$ cat src/rtl/pad_cond_pkg.sv
// Shared constants for the pad input conditioner.
//   DEF_WIDTH   : default number of pad channels
//   DEF_CNT_W   : default debounce counter width
//   SYNC_STAGES : flops in each input synchroniser chain
package pad_cond_pkg;

    localparam int DEF_WIDTH   = 8;
    localparam int DEF_CNT_W   = 16;
    localparam int SYNC_STAGES = 2;

endpackage

$ cat src/rtl/pad_cond_bit.sv
// One pad channel: synchroniser, debounce counter, stable level,
// edge pulses and sticky interrupt status bit.
// Ports:
//   clk_i, rst_i   clock, asynchronous active-high reset
//   pad_i          raw pad level (asynchronous)
//   db_limit_i     debounce threshold (quasi-static)
//   rise_en_i      rising-edge interrupt enable
//   fall_en_i      falling-edge interrupt enable
//   clr_i          write-1-to-clear for the status bit
//   data_o         debounced level
//   rise_o/fall_o  one-cycle pulses on debounced transitions
//   status_o       sticky edge-event flag
module pad_cond_bit
    import pad_cond_pkg::*;
#(
    parameter int   CNT_W   = DEF_CNT_W,
    parameter logic RST_VAL = 1'b0
) (
    input  logic             clk_i,
    input  logic             rst_i,
    input  logic             pad_i,
    input  logic [CNT_W-1:0] db_limit_i,
    input  logic             rise_en_i,
    input  logic             fall_en_i,
    input  logic             clr_i,
    output logic             data_o,
    output logic             rise_o,
    output logic             fall_o,
    output logic             status_o
);

    localparam logic [CNT_W-1:0] CNT_ONE = {{(CNT_W-1){1'b0}}, 1'b1};

    // Pure shift chain: nothing between the stages so metastability has
    // a full cycle to resolve before the level is used.
    logic [SYNC_STAGES-1:0] sync_q;
    logic                   s2;

    logic [CNT_W-1:0] cnt_q,    cnt_d;
    logic             stb_q,    stb_d;
    logic             rise_q,   rise_d;
    logic             fall_q,   fall_d;
    logic             status_q, status_d;

    assign s2 = sync_q[SYNC_STAGES-1];

    always_comb begin
        cnt_d  = cnt_q;
        stb_d  = stb_q;
        rise_d = 1'b0;
        fall_d = 1'b0;
        if (s2 == stb_q) begin
            cnt_d = '0;
        end else if (cnt_q >= db_limit_i) begin
            // >= rather than == so that lowering the threshold below a
            // running count accepts at once and the counter never wraps.
            stb_d  = s2;
            cnt_d  = '0;
            rise_d = s2;
            fall_d = ~s2;
        end else begin
            cnt_d = cnt_q + CNT_ONE;
        end
        // A new event outranks a clear arriving in the same cycle.
        status_d = (status_q & ~clr_i) | (rise_q & rise_en_i) | (fall_q & fall_en_i);
    end

    always_ff @(posedge clk_i or posedge rst_i) begin
        if (rst_i) begin
            sync_q   <= {SYNC_STAGES{RST_VAL}};
            cnt_q    <= '0;
            stb_q    <= RST_VAL;
            rise_q   <= 1'b0;
            fall_q   <= 1'b0;
            status_q <= 1'b0;
        end else begin
            sync_q   <= {sync_q[SYNC_STAGES-2:0], pad_i};
            cnt_q    <= cnt_d;
            stb_q    <= stb_d;
            rise_q   <= rise_d;
            fall_q   <= fall_d;
            status_q <= status_d;
        end
    end

    assign data_o   = stb_q;
    assign rise_o   = rise_q;
    assign fall_o   = fall_q;
    assign status_o = status_q;

endmodule

$ cat src/rtl/pad_in_conditioner.sv
// Multi-channel pad input conditioner: per-bit synchronise + debounce +
// edge detect + sticky interrupt status, with a combined interrupt line.
// Ports:
//   CLK, RESET     clock, asynchronous active-high reset
//   PAD_I          raw pad receiver outputs
//   DB_LIMIT       debounce threshold
//   IRQ_RISE_EN    per-bit rising-edge interrupt enables
//   IRQ_FALL_EN    per-bit falling-edge interrupt enables
//   IRQ_CLR        per-bit write-1-to-clear for IRQ_STATUS
//   DATA_O         debounced levels
//   RISE_O/FALL_O  one-cycle debounced edge pulses
//   IRQ_STATUS     sticky edge-event flags
//   IRQ            OR of IRQ_STATUS
module pad_in_conditioner
    import pad_cond_pkg::*;
#(
    parameter int               WIDTH     = DEF_WIDTH,
    parameter int               CNT_W     = DEF_CNT_W,
    parameter logic [WIDTH-1:0] RESET_VAL = {WIDTH{1'b0}}
) (
    input  logic             CLK,
    input  logic             RESET,
    input  logic [WIDTH-1:0] PAD_I,
    input  logic [CNT_W-1:0] DB_LIMIT,
    input  logic [WIDTH-1:0] IRQ_RISE_EN,
    input  logic [WIDTH-1:0] IRQ_FALL_EN,
    input  logic [WIDTH-1:0] IRQ_CLR,
    output logic [WIDTH-1:0] DATA_O,
    output logic [WIDTH-1:0] RISE_O,
    output logic [WIDTH-1:0] FALL_O,
    output logic [WIDTH-1:0] IRQ_STATUS,
    output logic             IRQ
);

    generate
        for (genvar gi = 0; gi < WIDTH; gi++) begin : g_bit
            pad_cond_bit #(
                .CNT_W  (CNT_W),
                .RST_VAL(RESET_VAL[gi])
            ) u_bit (
                .clk_i     (CLK),
                .rst_i     (RESET),
                .pad_i     (PAD_I[gi]),
                .db_limit_i(DB_LIMIT),
                .rise_en_i (IRQ_RISE_EN[gi]),
                .fall_en_i (IRQ_FALL_EN[gi]),
                .clr_i     (IRQ_CLR[gi]),
                .data_o    (DATA_O[gi]),
                .rise_o    (RISE_O[gi]),
                .fall_o    (FALL_O[gi]),
                .status_o  (IRQ_STATUS[gi])
            );
        end
    endgenerate

    assign IRQ = |IRQ_STATUS;

endmodule

$ cat config.mk
export PLATFORM = sky130hd
export DESIGN_NAME = pad_in_conditioner
export DESIGN_NICKNAME = d
export VERILOG_FILES = /design/src/rtl/pad_cond_pkg.sv /design/src/rtl/pad_cond_bit.sv /design/src/rtl/pad_in_conditioner.sv
export SDC_FILE = /design/constraint.sdc
export NUM_CORES = 1
export LEC_CHECK = 0
export ABC_AREA = 1
export CORE_MARGIN = 8
export CORE_UTILIZATION = 60
export DETAILED_ROUTE_END_ITERATION = 10
export GPL_ROUTABILITY_DRIVEN = 0
export GPL_TIMING_DRIVEN = 0
export PLACE_DENSITY = 0.88
export RECOVER_POWER = 100
export SYNTH_ARGS = -nofsm -noshare
export SYNTH_HDL_FRONTEND = slang
export SYNTH_SLANG_ARGS = --single-unit
$ cat constraint.sdc
create_clock -name CLK -period 7.1 [get_ports CLK]
set_input_delay 0.71 -clock CLK [delete_from_list [all_inputs] [get_ports CLK]]
set_output_delay 0.71 -clock CLK [all_outputs]
set_load 0.02 [all_outputs]
==> run_results.csv <==
group,metric,value,unit
floorplanning,ios,83,
setup_path,worst-setup-path-type,"in2async",
clock_tree,cts-root-buf,"clkbuf_16",
floorplanning,die_h,154,µm
routing,wl,26700,µm
global_route,grt_pass1_vias,9531,
clock_tree,cts_tree,"built",
worst_hold_path,holdCritStartpoint,"g_bit[6].u_bit.sync_q[0]",
global_route,grt_antenna_before_repair,0,
floorplanning,coreArea,18700,µm²
timing,period_needed,3.24,ns
setup_path,cp-end-kind,"async pin",
layout,diodes,0,
setup_path,rr_endpoint,"g_bit[2].u_bit.cnt_q[9]",
routing,viasPerCell,5.45,
routing,wl_per_cell,15.3,µm
yosys,synth.distinct_cells,29,
timing,fin_crit_sh,0.456,
setup_path,reg2reg_depth,9,
setup_path,crit_buf_inv,2,
yosys,avgSynthCellArea,8.18,µm²
placed_design,numPortBuffers,82,
setup_path,arrival,3.22,ns
setup_path,cp.required,7.08,ns
timing,timing.slew.headroom,-1.26,
setup_path,cpMaxStageDelayCell,"clkinvlp_2",
setup_path,r2r_slack,4.79,ns
setup_path,cpPeakStageDelay,1.88,ns
yosys,synth_edf_count,0,
yosys,dominantRegCellSynth,"dfrtp_1",
outcome,status,"complete, but fails checks",
timing,finalHoldViolations,0,
setup_path,start_kind,"primary input",
clock_tree,cts_buffer_depth,2,
layout,nets,1687,
layout,instances_no_fill,1748,
setup_path,crit_fanout,76,
timing,setup_viol,0,
floorplanning,die_w,154,µm
routing,ant_nets,0,
power,p_per_area,164,nW/µm²
yosys,syn_area,11400,µm²
clock_tree,clock-sinks,176,
yosys,async_flop_share,1.00,
power,peakVddDrop,0.164,mV
clock_tree,htree_levels,4,
layout,syn_to_final_growth,13.9,%
global_route,grt_overflow_total,0,
global_route,grt_usage,0.230,
floorplanning,start_util,0.612,
clock_tree,cts_buffers,17,
layout,final_cell_mix,"310 x nand2_1, 216 x nor2_1, 176 x dfrtp_1",
job,cap_viol_max_count,1,
clock_tree,ctsResizeCount,0,
routing,drc,0,
placed_design,hpwl,19000,µm
timing,timing.final.ws_setup,3.86,ns
layout,layout_commonest_cell,"nand2_1",
outcome,violations,"capacitance limit, slew limit",
clock_tree,cts_setup_buffers,0,
worst_hold_path,min_to,"g_bit[6].u_bit.sync_q[1]",
worst_hold_path,holdPathStages,0,
setup_path,crit_chain,"dlygate4sd3_1 > clkinvlp_2",
power,total_leakage_power,6.65,nW
yosys,netlist_instances,1399,
yosys,syn_nets,1585,
worst_hold_path,hold_path.class,"reg2reg",
timing,holdWs,0.352,ns
setup_path,cpLargestDelayFamily,"buffers and inverters",
timing,fin_worst_skew,0.00597,ns
timing,worstMarginPinSlew,3.37,ns
timing,clock.fmax,309,MHz
yosys,seq_area_frac_synth,0.385,
setup_path,r2r-start,"g_bit[2].u_bit.cnt_q[3]",
yosys,synth_seq_cells,176,
routing,via_count,9532,
placed_design,dp_cells,1716,
clock_tree,clk_latency,0.43,ns
layout,drive_above_1_share,0.0746,
floorplanning,dieArea,23700,µm²
placed_design,dpl_worst_slack,4.01,ns
global_route,grt_pass1_wl,44300,µm
routing,first_iter_violations,661,
global_route,grt_start_max_net_pins,102,
timing,rsz0062_at_grt,"no",
timing,tns,0,ns
clock_tree,hold_buffers,0,
clock_tree,clk_pin_slew,0.06,ns
floorplanning,rows,50,
setup_path,crit_cells,2,
yosys,yosysWarnings,0,
routing,firstDrtPassIters,6,
timing,finalMaxSlewViolations,76,
-- flip-flops by register name, summed over array words and instances, names as in the netlist --
| register | cells |
|---|---|
| g_bit.u_bit.cnt_q | 128 |
| g_bit.u_bit.data_o | 8 |
| g_bit.u_bit.fall_o | 8 |
| g_bit.u_bit.rise_o | 8 |
| g_bit.u_bit.status_o | 8 |
| g_bit.u_bit.sync_q | 16 |
-- cells in the mapped netlist (8+ instances only) --
master	n	area (µm²)
nand3_1	64	320
buf_4	36	270
nor2_1	215	807
o211ai_1	8	60.1
o21bai_1	8	60.1
xnor2_1	34	298
nor2_2	17	106
nand2_1	308	1160
o21ai_1	10	50.1
inv_1	166	623
nand2_2	9	56.3
o21ai_0	11	55.1
xor2_1	52	455
dfrtp_1	176	4400
nor3_1	21	105
nand4_1	26	163
a21oi_1	44	220
nor3_2	12	120
ha_1	136	1700
-- stage by stage --
stage	utilization	cell area (µm²)	power [W]
after floorplan	-	11400	0.00117
after global placement	0.671	12600	0.00123
after detailed placement	0.673	12600	0.00125
after CTS	0.703	13200	0.00215
after global routing	0.697	13000	0.00222
final	0.697	13000	0.00214
-- power by group --
part / internal (W) / switching [W] / leakage, nW / total (W)
clock: 0.000546 / 0.000376 / 0.276 / 0.000922
sequential: 0.00102 / 0.0000133 / 2.40 / 0.00103
combinational: 0.0000707 / 0.000117 / 3.97 / 0.000188
-- cell type report --
class	instances	area (µm²)
tap	234	293
timing repair buffer	83	848
sequential	176	4400
fill	1384	5670
multi-input combinational	1013	6010
inverter	170	639
buffer	40	270
clock inverter	5	77.6
clock buffer	27	493
-- kinds of logic (layout without fill, tap and decap cells) --
logic type / after synthesis / after routing / synth area share
buffers and inverters: 210 / 325 / 0.0834
and+or+nand+nor: 697 / 697 / 0.269
xor gates and xnor gates: 86 / 86 / 0.0659
DFF: 176 / 176 / 0.385
adders and majority gates: 136 / 136 / 0.149
AOI/OAI and AO/OA: 94 / 94 / 0.0480
-- worst max-delay path by stage --
stage | slack [ns] | startpoint | to
floorplan | 1.62 | RESET | g_bit[0].u_bit.cnt_q[0]
global placement | -0.64 | RESET | g_bit[3].u_bit.cnt_q[1]
detailed placement | 4.01 | DB_LIMIT[0] | g_bit[4].u_bit.cnt_q[6]
CTS | 4.36 | g_bit[1].u_bit.status_o | IRQ
global route | 3.21 | RESET | g_bit[1].u_bit.cnt_q[14]
finish | 3.86 | RESET | g_bit[1].u_bit.cnt_q[13]
-- layer usage --
| layer | global-route usage | wire, µm |
|---|---|---|
| met3 | 0.0518 | 1670 |
| met4 | 0.0938 | 790 |
| met2 | 0.401 | 13000 |
| met5 | 0 | 0 |
| met1 | 0.270 | 11200 |
(Power assumes the default switching activity.)
